### src/rtl/ftq_unit.sv
// ftq_unit: Fetch Target Queue between the branch predictor and instruction fetch.
//
// Buffers predicted fetch blocks, hands them to fetch in order, records backend
// resolution per entry, raises a registered redirect on misprediction and emits a
// registered BTB training write when a resolved-taken entry commits.
//
// Ports:
//   Clk, Rest            clock, synchronous active-high reset
//   Bpu*                 predicted block in (valid/ready handshake)
//   Fetch*               head-of-fetch entry out (valid/ready handshake)
//   Resolve*             backend outcome for one entry per cycle
//   CommitValid          retire the oldest fetched entry
//   Redirect*            fetch restart, one cycle after a mispredict
//   Train*               BTB update, one cycle after a trained commit
//
// Optional build macro:
//   FTQ_FETCH_BYPASS_EN  forward Bpu* to Fetch* when the queue is fetch-empty
//                        (0-cycle enqueue-to-fetch latency).
module ftq_unit #(
   parameter int unsigned FTQ_DEPTH = 8,
   parameter int unsigned IDX_W     = 3
) (
   input  logic             Clk,
   input  logic             Rest,
   // predictor side
   input  logic             BpuValid,
   output logic             BpuReady,
   input  logic [31:0]      BpuPc,
   input  logic [31:0]      BpuNextPc,
   input  logic [2:0]       BpuType,
   input  logic [2:0]       BpuPosi,
   // fetch side
   output logic             FetchValid,
   input  logic             FetchReady,
   output logic [31:0]      FetchPc,
   output logic [31:0]      FetchNextPc,
   output logic [2:0]       FetchPosi,
   output logic [IDX_W-1:0] FetchIdx,
   // backend resolution
   input  logic             ResolveValid,
   input  logic [IDX_W-1:0] ResolveIdx,
   input  logic             ResolveTaken,
   input  logic [2:0]       ResolveType,
   input  logic [2:0]       ResolvePosi,
   input  logic [31:0]      ResolveTarget,
   input  logic             ResolveMispred,
   // commit
   input  logic             CommitValid,
   // redirect
   output logic             RedirectValid,
   output logic [31:0]      RedirectPc,
   // BTB training
   output logic             TrainValid,
   output logic [18:0]      TrainTage,
   output logic [2:0]       TrainType,
   output logic [2:0]       TrainPosi,
   output logic [31:0]      TrainTarget
);

   typedef logic [IDX_W:0]   ptr_t;
   typedef logic [IDX_W-1:0] idx_t;

   localparam ptr_t DepthPtr = ptr_t'(FTQ_DEPTH);
   localparam ptr_t PtrOne   = ptr_t'(1);

   // Pointers carry a wrap bit in the MSB.
   ptr_t enq_q, enq_d, fetch_q, fetch_d, cmt_q, cmt_d;

   // Entry storage
   logic [31:0]          pc_mem       [FTQ_DEPTH];
   logic [31:0]          next_pc_mem  [FTQ_DEPTH];
   logic [2:0]           pred_type_mem[FTQ_DEPTH];
   logic [2:0]           posi_mem     [FTQ_DEPTH];
   logic [FTQ_DEPTH-1:0] resolved_q, resolved_d;
   logic [FTQ_DEPTH-1:0] res_taken_q;
   logic [2:0]           res_type_mem  [FTQ_DEPTH];
   logic [2:0]           res_posi_mem  [FTQ_DEPTH];
   logic [31:0]          res_target_mem[FTQ_DEPTH];

   idx_t enq_idx, fetch_idx, cmt_idx, res_off;
   ptr_t occupancy, fetched, mispred_ptr;
   logic full, fetch_empty, cmt_empty, bypass;
   logic enq_fire, fetch_fire, cmt_fire, res_acc, mispred, res_hits_cmt;
   logic train_fire;
   logic [2:0]  train_type_d, train_posi_d;
   logic [31:0] train_target_d, redirect_pc_d;

   assign enq_idx   = enq_q[IDX_W-1:0];
   assign fetch_idx = fetch_q[IDX_W-1:0];
   assign cmt_idx   = cmt_q[IDX_W-1:0];

   assign occupancy   = enq_q - cmt_q;
   assign fetched     = fetch_q - cmt_q;
   assign full        = (occupancy == DepthPtr);
   assign fetch_empty = (fetch_q == enq_q);
   assign cmt_empty   = (cmt_q == fetch_q);

   // Resolve window is [cmt_ptr, fetch_ptr): compare the modular distance from
   // the commit pointer against the number of fetched-but-uncommitted entries.
   assign res_off     = ResolveIdx - cmt_idx;
   assign res_acc     = ResolveValid & ({1'b0, res_off} < fetched);
   assign mispred     = res_acc & ResolveMispred;
   // Rebuild a full pointer for the resolving entry so the wrap bit follows cmt_ptr.
   assign mispred_ptr = cmt_q + {1'b0, res_off} + PtrOne;

`ifdef FTQ_FETCH_BYPASS_EN
   assign bypass = fetch_empty & BpuValid;
`else
   assign bypass = 1'b0;
`endif

   // Blocked on the raw mispredict request so a same-cycle enqueue never races a flush.
   assign BpuReady   = ~full & ~(ResolveValid & ResolveMispred);
   assign enq_fire   = BpuValid & BpuReady;
   assign FetchValid = ~fetch_empty | bypass;
   // A bypassed block only counts as fetched if it is also written this cycle.
   assign fetch_fire = FetchValid & FetchReady & ~mispred & (~bypass | enq_fire);
   assign cmt_fire   = CommitValid & ~cmt_empty;

   always_comb begin
      FetchPc     = '0;
      FetchNextPc = '0;
      FetchPosi   = '0;
      FetchIdx    = '0;
      if (bypass) begin
         FetchPc     = BpuPc;
         FetchNextPc = BpuNextPc;
         FetchPosi   = BpuPosi;
         FetchIdx    = fetch_idx;
      end else if (!fetch_empty) begin
         FetchPc     = pc_mem[fetch_idx];
         FetchNextPc = next_pc_mem[fetch_idx];
         FetchPosi   = posi_mem[fetch_idx];
         FetchIdx    = fetch_idx;
      end
   end

   // Training: a resolve landing on the committing entry wins over stored state.
   assign res_hits_cmt = res_acc & (ResolveIdx == cmt_idx);

   always_comb begin
      train_fire     = 1'b0;
      train_type_d   = res_type_mem[cmt_idx];
      train_posi_d   = res_posi_mem[cmt_idx];
      train_target_d = res_target_mem[cmt_idx];
      if (res_hits_cmt) begin
         train_fire     = cmt_fire & ResolveTaken;
         train_type_d   = ResolveType;
         train_posi_d   = ResolvePosi;
         train_target_d = ResolveTarget;
      end else begin
         train_fire = cmt_fire & resolved_q[cmt_idx] & res_taken_q[cmt_idx];
      end
   end

   assign redirect_pc_d = ResolveTaken ? ResolveTarget : (pc_mem[ResolveIdx] + 32'd16);

   // Pointer and resolved-flag next state
   always_comb begin
      enq_d      = enq_q;
      fetch_d    = fetch_q;
      cmt_d      = cmt_q;
      resolved_d = resolved_q;
      if (enq_fire) begin
         enq_d               = enq_q + PtrOne;
         resolved_d[enq_idx] = 1'b0;
      end
      if (fetch_fire) begin
         fetch_d = fetch_q + PtrOne;
      end
      if (res_acc) begin
         resolved_d[ResolveIdx] = 1'b1;
      end
      if (mispred) begin
         enq_d   = mispred_ptr;
         fetch_d = mispred_ptr;
      end
      if (cmt_fire) begin
         cmt_d = cmt_q + PtrOne;
      end
   end

   always_ff @(posedge Clk) begin
      if (Rest) begin
         enq_q         <= '0;
         fetch_q       <= '0;
         cmt_q         <= '0;
         resolved_q    <= '0;
         RedirectValid <= 1'b0;
         RedirectPc    <= '0;
         TrainValid    <= 1'b0;
         TrainTage     <= '0;
         TrainType     <= '0;
         TrainPosi     <= '0;
         TrainTarget   <= '0;
      end else begin
         enq_q         <= enq_d;
         fetch_q       <= fetch_d;
         cmt_q         <= cmt_d;
         resolved_q    <= resolved_d;
         RedirectValid <= mispred;
         TrainValid    <= train_fire;
         if (mispred) begin
            RedirectPc <= redirect_pc_d;
         end
         if (train_fire) begin
            TrainTage   <= pc_mem[cmt_idx][31:13];
            TrainType   <= train_type_d;
            TrainPosi   <= train_posi_d;
            TrainTarget <= train_target_d;
         end
      end
   end

   // Payload storage needs no reset: validity lives in the pointers and flags.
   always_ff @(posedge Clk) begin
      if (enq_fire) begin
         pc_mem[enq_idx]        <= BpuPc;
         next_pc_mem[enq_idx]   <= BpuNextPc;
         pred_type_mem[enq_idx] <= BpuType;
         posi_mem[enq_idx]      <= BpuPosi;
      end
      if (res_acc) begin
         res_taken_q[ResolveIdx]    <= ResolveTaken;
         res_type_mem[ResolveIdx]   <= ResolveType;
         res_posi_mem[ResolveIdx]   <= ResolvePosi;
         res_target_mem[ResolveIdx] <= ResolveTarget;
      end
   end

   // Predicted type is kept per entry for debug visibility; nothing here consumes it.
   logic unused_pred_type;
   assign unused_pred_type = ^pred_type_mem[fetch_idx];

endmodule

### config.mk
export PLATFORM = sky130hd
export DESIGN_NAME = ftq_unit
export DESIGN_NICKNAME = d
export VERILOG_FILES = /design/src/rtl/ftq_unit.sv
export SDC_FILE = /design/constraint.sdc
export NUM_CORES = 1
export LEC_CHECK = 0
export ABC_AREA = 1
export BUFFER_PORTS_ARGS = -buffer_cell sky130_fd_sc_hd__buf_4
export CORE_ASPECT_RATIO = 0.6
export CORE_MARGIN = 5
export CORE_UTILIZATION = 25
export DETAILED_ROUTE_END_ITERATION = 6
export PLACE_DENSITY = 0.52
export RECOVER_POWER = 25
export SLEW_MARGIN = 40
export SYNTH_ARGS = -nofsm -noshare
export SYNTH_HDL_FRONTEND = slang
export SYNTH_SLANG_ARGS = --single-unit
### constraint.sdc
create_clock -name Clk -period 6 [get_ports Clk]
set_input_delay 0.3 -clock Clk [delete_from_list [all_inputs] [get_ports Clk]]
set_output_delay 0.3 -clock Clk [all_outputs]
set_load 0.005 [all_outputs]
; ---- Yosys cells after proc, flatten, opt, wreduce, memory -nomap -nowiden
; Memory sizes are Yosys's and may differ from the RTL's. A register that Yosys moved wholly into a read port is not among the register bits.
; Cells that the tools add are included.
[totals]
reg_bits = 62
ram_bits = 840
inputBits = 119
output_inout_bits = 163
elab_cells = 88
n_memories = 6
[classes]
add_sub_neg = 9
magnitude_cmp = 6
n_eq_ne = 4
n_mux = 31
bitwise = 20
reduce_logical = 4
[memory_table]
columns = name, words, width, read_ports, rd_clocked_by_memory_dff, write_ports, line
row1 = next_pc_mem, 8, 32, 1, 1, 1, 71  ; logic [31:0] next_pc_mem [FTQ_DEPTH];
row2 = pc_mem, 8, 32, 3, 2, 1, 70  ; logic [31:0] pc_mem [FTQ_DEPTH];
row3 = res_target_mem, 8, 32, 1, 1, 1, 78  ; logic [31:0] res_target_mem[FTQ_DEPTH];
row4 = posi_mem, 8, 3, 1, 1, 1, 73  ; logic [2:0] posi_mem [FTQ_DEPTH];
row5 = res_posi_mem, 8, 3, 1, 1, 1, 77  ; logic [2:0] res_posi_mem [FTQ_DEPTH];
row6 = res_type_mem, 8, 3, 1, 1, 1, 76  ; logic [2:0] res_type_mem [FTQ_DEPTH];
[op_table]
columns = cell, count
row1 = 32-bit 2-to-1 mux, 3
row2 = 32-bit by 5-bit adder with 32-bit output (second input constant), 1
row3 = 3-bit 2-to-1 mux, 8
row4 = 4-bit by 1-bit adder with 4-bit output (second input constant), 4
row5 = 4-bit 2-to-1 mux, 4
row6 = 8-bit 2-to-1 mux, 2
row7 = 1-bit bitwise AND, 12
row8 = 3-bit by 4-bit < comparator with 1-bit output (second input constant), 3
row9 = 1-bit 2-to-1 mux, 9
row10 = 8-bit bitwise AND, 1
row11 = 8-bit bitwise mux, 1
row12 = 4-bit equality test, 2
row13 = 8-bit NOT, 1
row14 = 8-bit bitwise OR, 1
row15 = 4-bit subtractor, 2
row16 = 1-bit binary-select mux with 3-bit select, 2
row17 = 1-bit demux with 3-bit select, 2
row18 = 3-bit by 1-bit >= comparator with 1-bit output (second input constant), 2
row19 = 1-bit NOT, 5
row20 = 4-bit by 3-bit adder with 4-bit output, 1
row21 = 4-bit equality test (second input constant), 1
row22 = 3-bit by 4-bit < comparator with 1-bit output, 1
row23 = 2-bit nonzero test, 2
row24 = 3-bit equality test, 1
row25 = 2 further kinds, 3

; ---- Logic depth before layout (Yosys ltp)
[depth]
depth_word = 10
depth_mapped = 23
depth_no_buf = 18

; ---- Worst setup path after synthesis
; Ideal clock, no wire load.
[synth_path]
kind = reg2reg
from = register cmt_q[1]
to = memory next_pc_mem[7][0] (enable)
setup_time_ns = 0.492
arrival_ns = 5.338
required_ns = 5.508
setup_slack_ns = 0.170
path_stages_with_launch = 12
path_buffers = 3
synth_period_minus_slack_ns = 5.830
cell_sequence = dfxtp_1 -> inv_1 -> clkbuf_1 -> buf_1 -> buf_1 -> ha_1 -> a21oi_1 -> or2_2 -> a21oi_1 -> a21boi_0 -> nand2_1 -> nor2_1
[synth_via]
elab_chain_len = 7
[synth_lines]
columns = element, line
row1 = from (decl), 67  ; ptr_t enq_q, enq_d, fetch_q, fetch_d, cmt_q, cmt_d;
row2 = from (signal assigned), 199  ; cmt_q <= cmt_d;
row3 = 4-bit subtractor, 92  ; assign occupancy = enq_q - cmt_q;
row4 = 4-bit equality test, 94  ; assign full = (occupancy == DepthPtr);
row5 = 1-bit NOT, 113  ; assign BpuReady = ~full & ~(ResolveValid & ResolveMispred);
row6 = 1-bit bitwise AND, 113
row7 = via BpuReady, 27  ; output logic BpuReady,
row8 = 1-bit bitwise AND, 114  ; assign enq_fire = BpuValid & BpuReady;
row9 = 1-bit 2-to-1 mux, 217  ; if (enq_fire) begin
row10 = 1-bit 2-to-1 mux (not written as such), 219  ; next_pc_mem[enq_idx] <= BpuNextPc;
row11 = to (decl), 71
; The timed path passes the listed nets, and every way through them passes these cells.

; ---- Worst setup path in the final report
[layout_path]
from = register cmt_q[0]
to = register TrainTarget[7], read port of res_target_mem
[layout_via]
elab_chain_len = 6
elab_cells_between_ends = 17
cone_classes = add/sub (2) / order compare (1) / eq/ne (2) / mux (5) / bitwise (7)
[layout_lines]
columns = element, line
row1 = "parallel branches: the longest is 6 deep, another holds 4-bit subtractor", -
row2 = to (decl), 57  ; output logic [31:0] TrainTarget
; Parallel ways; which one is timed is not known. The select of a mux whose other input is x is not followed.
; A chain may end at the register's enable or synchronous reset.

==> metrics.txt <==
# TYPE chip_impl_metric gauge
chip_impl_info{name="outcome",value="finished with violations"} 1
chip_impl_info{name="violations_in_the_final_reports",value="capacitance limit, slew limit"} 1
chip_impl_info{name="setup.worst_path.class",value="reg -> reg"} 1
chip_impl_metric{name="irDropWorstVdd",unit="V"} 0.000295
chip_impl_info{name="critPathLaunchType",value="flop"} 1
chip_impl_metric{name="numCtsBuffers",unit=""} 100
chip_impl_metric{name="grt_antenna_before_repair",unit=""} 19
chip_impl_metric{name="ioPinCount",unit=""} 282
chip_impl_metric{name="cp_num_buf_inv",unit=""} 5
chip_impl_metric{name="placeableCoreArea",unit="um^2"} 170000
chip_impl_metric{name="post_synth_instance_area",unit="um^2"} 42900
chip_impl_metric{name="post_drt_via_cell_ratio",unit=""} 4.85
chip_impl_metric{name="finalHoldViolCount",unit=""} 0
chip_impl_metric{name="dieWidth",unit="um"} 545
chip_impl_metric{name="p_total",unit="mW"} 23.3
chip_impl_metric{name="wl_per_cell",unit="um"} 22.1
chip_impl_metric{name="placement.io_buffers",unit=""} 278
chip_impl_metric{name="setup_viol",unit=""} 0
chip_impl_metric{name="worst_clock_skew",unit="ps"} 42.5
chip_impl_metric{name="cts_htree_levels",unit=""} 3
chip_impl_metric{name="leakagePower",unit="nW"} 19.0
chip_impl_metric{name="critPathMaxFanout",unit=""} 61
chip_impl_metric{name="synth_cells",unit=""} 4271
chip_impl_metric{name="fin_util",unit=""} 0.305
chip_impl_metric{name="grt_first_pass_wirelength",unit="um"} 220000
chip_impl_metric{name="grt_util_all_layers",unit=""} 0.163
chip_impl_info{name="worstSetupStartpoint",value="cmt_q[0]"} 1
chip_impl_metric{name="grt-ovfl-total",unit=""} 0
chip_impl_metric{name="post_cts_resized",unit=""} 0
chip_impl_info{name="worst_r2r_startpoint",value="cmt_q[0]"} 1
chip_impl_metric{name="max_slew.worst_pin.slew",unit="ps"} 2740
chip_impl_info{name="ys_dominant_reg_cell",value="sky130_fd_sc_hd__edfxtp_1"} 1
chip_impl_metric{name="initial_utilization",unit=""} 0.252
chip_impl_metric{name="timing.final.ws_setup",unit="ps"} 1530
chip_impl_metric{name="critical_path_required",unit="ps"} 6600
chip_impl_metric{name="num_rows",unit=""} 117
chip_impl_metric{name="max_cap_viol_count",unit=""} 1
chip_impl_info{name="grt_setup_unrepaired",value="false"} 1
chip_impl_metric{name="drive_gt1_frac",unit=""} 0.109
chip_impl_info{name="timing.critical_path.cells",value="buf_4, inv_6, ha_1, o21a_1, o21ai_0, nand2_1, nand2_1, nand2_1, inv_2, nand2_2, o211ai_1, nand2_4, inv_4, buf_4, nand2_1, a21oi_1"} 1
chip_impl_metric{name="final_antenna_net_count",unit=""} 0
chip_impl_metric{name="worst_slew_margin_rel",unit=""} -0.828
chip_impl_metric{name="final_hpwl_from_detailed_placement",unit="um"} 89100
chip_impl_metric{name="drt_drc_violations_left",unit=""} 0
chip_impl_metric{name="via_count",unit=""} 33400
chip_impl_metric{name="cellPowerDensity",unit="nW/um^2"} 449
chip_impl_metric{name="synth_seq_area_share",unit=""} 0.646
chip_impl_metric{name="layout_worst_path_cycle_share",unit=""} 0.745
chip_impl_metric{name="clkLatencyLatePin",unit="ps"} 710
chip_impl_metric{name="finalWirelength",unit="um"} 152000
chip_impl_metric{name="dp_worst_setup_slack",unit="ps"} 1620
chip_impl_info{name="final_cell_mix",value="sky130_fd_sc_hd__edfxtp_1, sky130_fd_sc_hd__nand2_1, sky130_fd_sc_hd__o21ai_0, sky130_fd_sc_hd__nor2_1, sky130_fd_sc_hd__a21oi_1"} 1
chip_impl_metric{name="first_global_vias",unit=""} 31200
chip_impl_info{name="cpMaxStageDelayCell",value="sky130_fd_sc_hd__buf_4"} 1
chip_impl_metric{name="cts.hold.buffers_added",unit=""} 108
chip_impl_metric{name="clkSlewWorstSetupHoldPaths",unit="ps"} 70
chip_impl_metric{name="gpl.final_weighted_congestion",unit=""} 0.863
chip_impl_metric{name="number_of_violations_reported_at_the_end_of_detailed_routing_iteration_0",unit=""} 3813
chip_impl_metric{name="clkSinkCount",unit=""} 962
chip_impl_info{name="mostFrequentLayoutCell",value="sky130_fd_sc_hd__edfxtp_1"} 1
chip_impl_metric{name="flow.area_growth_from_synthesis",unit="%"} 21.0
chip_impl_metric{name="clock_tree.buffer_depth",unit=""} 3
chip_impl_metric{name="synth-seq-cells",unit=""} 962
chip_impl_metric{name="setup_tns",unit="ps"} 0
chip_impl_info{name="hold_start",value="BpuValid"} 1
chip_impl_info{name="path_delay_family",value="buffers and inverters"} 1
chip_impl_metric{name="maxClockFrequency",unit="MHz"} 224
chip_impl_metric{name="design.final.nets",unit=""} 4676
chip_impl_metric{name="drt-pass1-iter-count",unit=""} 5
chip_impl_info{name="worst_setup_path_end_kind",value="flop"} 1
chip_impl_metric{name="synth.net_count",unit=""} 4410
chip_impl_metric{name="post_synth.cell_area_avg",unit="um^2"} 10.1
chip_impl_metric{name="synth-async-reset-ratio",unit=""} 0
chip_impl_metric{name="crit_path_max_incr_delay",unit="ps"} 580
chip_impl_info{name="hold_path.class",value="in -> reg"} 1
chip_impl_metric{name="slew_viol_final",unit=""} 44
chip_impl_metric{name="worstPathArrival",unit="ps"} 5070
chip_impl_metric{name="cts_setup_buffers",unit=""} 0
chip_impl_info{name="cts_tree",value="yes"} 1
chip_impl_metric{name="yosys_warnings",unit=""} 0
chip_impl_metric{name="timing.final.crit_period",unit="ps"} 4470
chip_impl_metric{name="synth_edf_count",unit=""} 848
chip_impl_info{name="critical_path.most_common_cell",value="sky130_fd_sc_hd__nand2_1"} 1
chip_impl_info{name="cts_root_buf",value="sky130_fd_sc_hd__clkbuf_16"} 1
chip_impl_metric{name="yosys.cell_types.count",unit=""} 43
chip_impl_metric{name="die_h",unit="um"} 331
chip_impl_metric{name="die_area",unit="um^2"} 180000
chip_impl_metric{name="grt_max_degree",unit=""} 160
[stage by stage]
stage,std cells,hold WS [ps],cell area [um^2]
6_report,6892,140,51900
5_1_grt,6888,115,51900
4_1_cts,6882,74.0,52100
3_5_place_dp,6585,458,47600
3_3_place_gp,6581,453,47500
2_1_floorplan,4271,384,42900
[cells in the mapped netlist (3+ instances only)]
library cell / instances / share of area
sky130_fd_sc_hd__edfxtp_1: 848 / 0.59
sky130_fd_sc_hd__nand2_1: 801 / 0.070
sky130_fd_sc_hd__o21ai_0: 526 / 0.061
sky130_fd_sc_hd__nor2_1: 446 / 0.039
sky130_fd_sc_hd__a21oi_1: 413 / 0.048
sky130_fd_sc_hd__inv_1: 272 / 0.024
sky130_fd_sc_hd__nand3_1: 249 / 0.029
sky130_fd_sc_hd__clkbuf_1: 200 / 0.017
sky130_fd_sc_hd__dfxtp_1: 114 / 0.053
sky130_fd_sc_hd__a221oi_1: 80 / 0.016
sky130_fd_sc_hd__a31oi_1: 72 / 0.010
sky130_fd_sc_hd__buf_2: 43 / 0.0050
sky130_fd_sc_hd__o22ai_1: 39 / 0.0057
sky130_fd_sc_hd__buf_1: 38 / 0.0033
sky130_fd_sc_hd__ha_1: 17 / 0.0050
sky130_fd_sc_hd__o211ai_1: 16 / 0.0028
sky130_fd_sc_hd__nand4_1: 13 / 0.0019
sky130_fd_sc_hd__xor2_1: 11 / 0.0022
sky130_fd_sc_hd__inv_2: 10 / 0.00087
sky130_fd_sc_hd__buf_4: 9 / 0.0016
sky130_fd_sc_hd__xnor2_1: 8 / 0.0016
sky130_fd_sc_hd__o21ai_1: 5 / 0.00058
sky130_fd_sc_hd__clkinv_1: 4 / 0.00035
sky130_fd_sc_hd__nand2_2: 4 / 0.00058
sky130_fd_sc_hd__nor2_2: 4 / 0.00058
sky130_fd_sc_hd__or2_2: 4 / 0.00058
sky130_fd_sc_hd__fa_1: 3 / 0.0014
sky130_fd_sc_hd__nor3_1: 3 / 0.00035
[per-layer routing]
layer / GRT usage / part of all wire / up-vias
met3: 0.0373 / 0.085 / 207
met2: 0.245 / 0.43 / 1334
li1: - / - / 15600
met5: 0 / 0.00026 / -
met4: 0.0425 / 0.024 / 6
met1: 0.236 / 0.46 / 16300
[worst paths after layout]
| path | end | slack, ps | cells past startpoint |
|---|---|---|---|
| worst max register to register | TrainTarget[7] | 1530 | 16 |
| worst min register to register | TrainTarget[29] | 470 | 2 |
| worst min-delay path | enq_q[3] | 140 | 4 |
| worst max-delay path | TrainTarget[7] | 1530 | 16 |
[sequential cells by signal (all words and copies together) (netlist names), 19 cells and up, named ones only]
register / cells
RedirectPc: 32
res_type_mem: 24
TrainTarget: 32
res_target_mem: 256
pc_mem: 256
res_posi_mem: 24
next_pc_mem: 256
TrainTage: 19
posi_mem: 24
[worst register-to-register path: stages (launching register included)]
cell and delay [ps]:
sky130_fd_sc_hd__dfxtp_4 360, sky130_fd_sc_hd__buf_4 580, sky130_fd_sc_hd__inv_6 300, sky130_fd_sc_hd__ha_1 450, sky130_fd_sc_hd__o21a_1 210, sky130_fd_sc_hd__o21ai_0 170
sky130_fd_sc_hd__nand2_1 110, sky130_fd_sc_hd__nand2_1 80, sky130_fd_sc_hd__nand2_1 190, sky130_fd_sc_hd__inv_2 450, sky130_fd_sc_hd__nand2_2 100, sky130_fd_sc_hd__o211ai_1 160
sky130_fd_sc_hd__nand2_4 90, sky130_fd_sc_hd__inv_4 410, sky130_fd_sc_hd__buf_4 430, sky130_fd_sc_hd__nand2_1 100, sky130_fd_sc_hd__a21oi_1 180
[layout make-up]
class / count / area, um^2
inverters: 286 / 1100
multi-input cells: 2733 / 13100
well taps: 2261 / 2830
repair buffers: 454 / 3740
clock inverters: 60 / 631
diodes: 7 / 17.5
clock buffers: 129 / 2760
flip-flops and latches: 962 / 27800
fillers: 17500 / 118000
[kinds of logic after synthesis]
group | Yosys count | synth area share
and+or+nand+nor | 1531 | 0.144
adders and majority gates | 20 | 0.00635
DFF | 962 | 0.646
muxes | 1 | 0.000233
buffers and inverters | 576 | 0.0524
xor gates and xnor gates | 19 | 0.00388
AOI/OAI and AO/OA | 1162 | 0.147
[where the power goes]
part	internal [mW]	switching (mW)	leakage (nW)
sequential	8.16	0.453	8.61
combinational	2.70	5.62	8.75
clock	3.67	2.75	1.66
(Power assumes the default switching activity.)
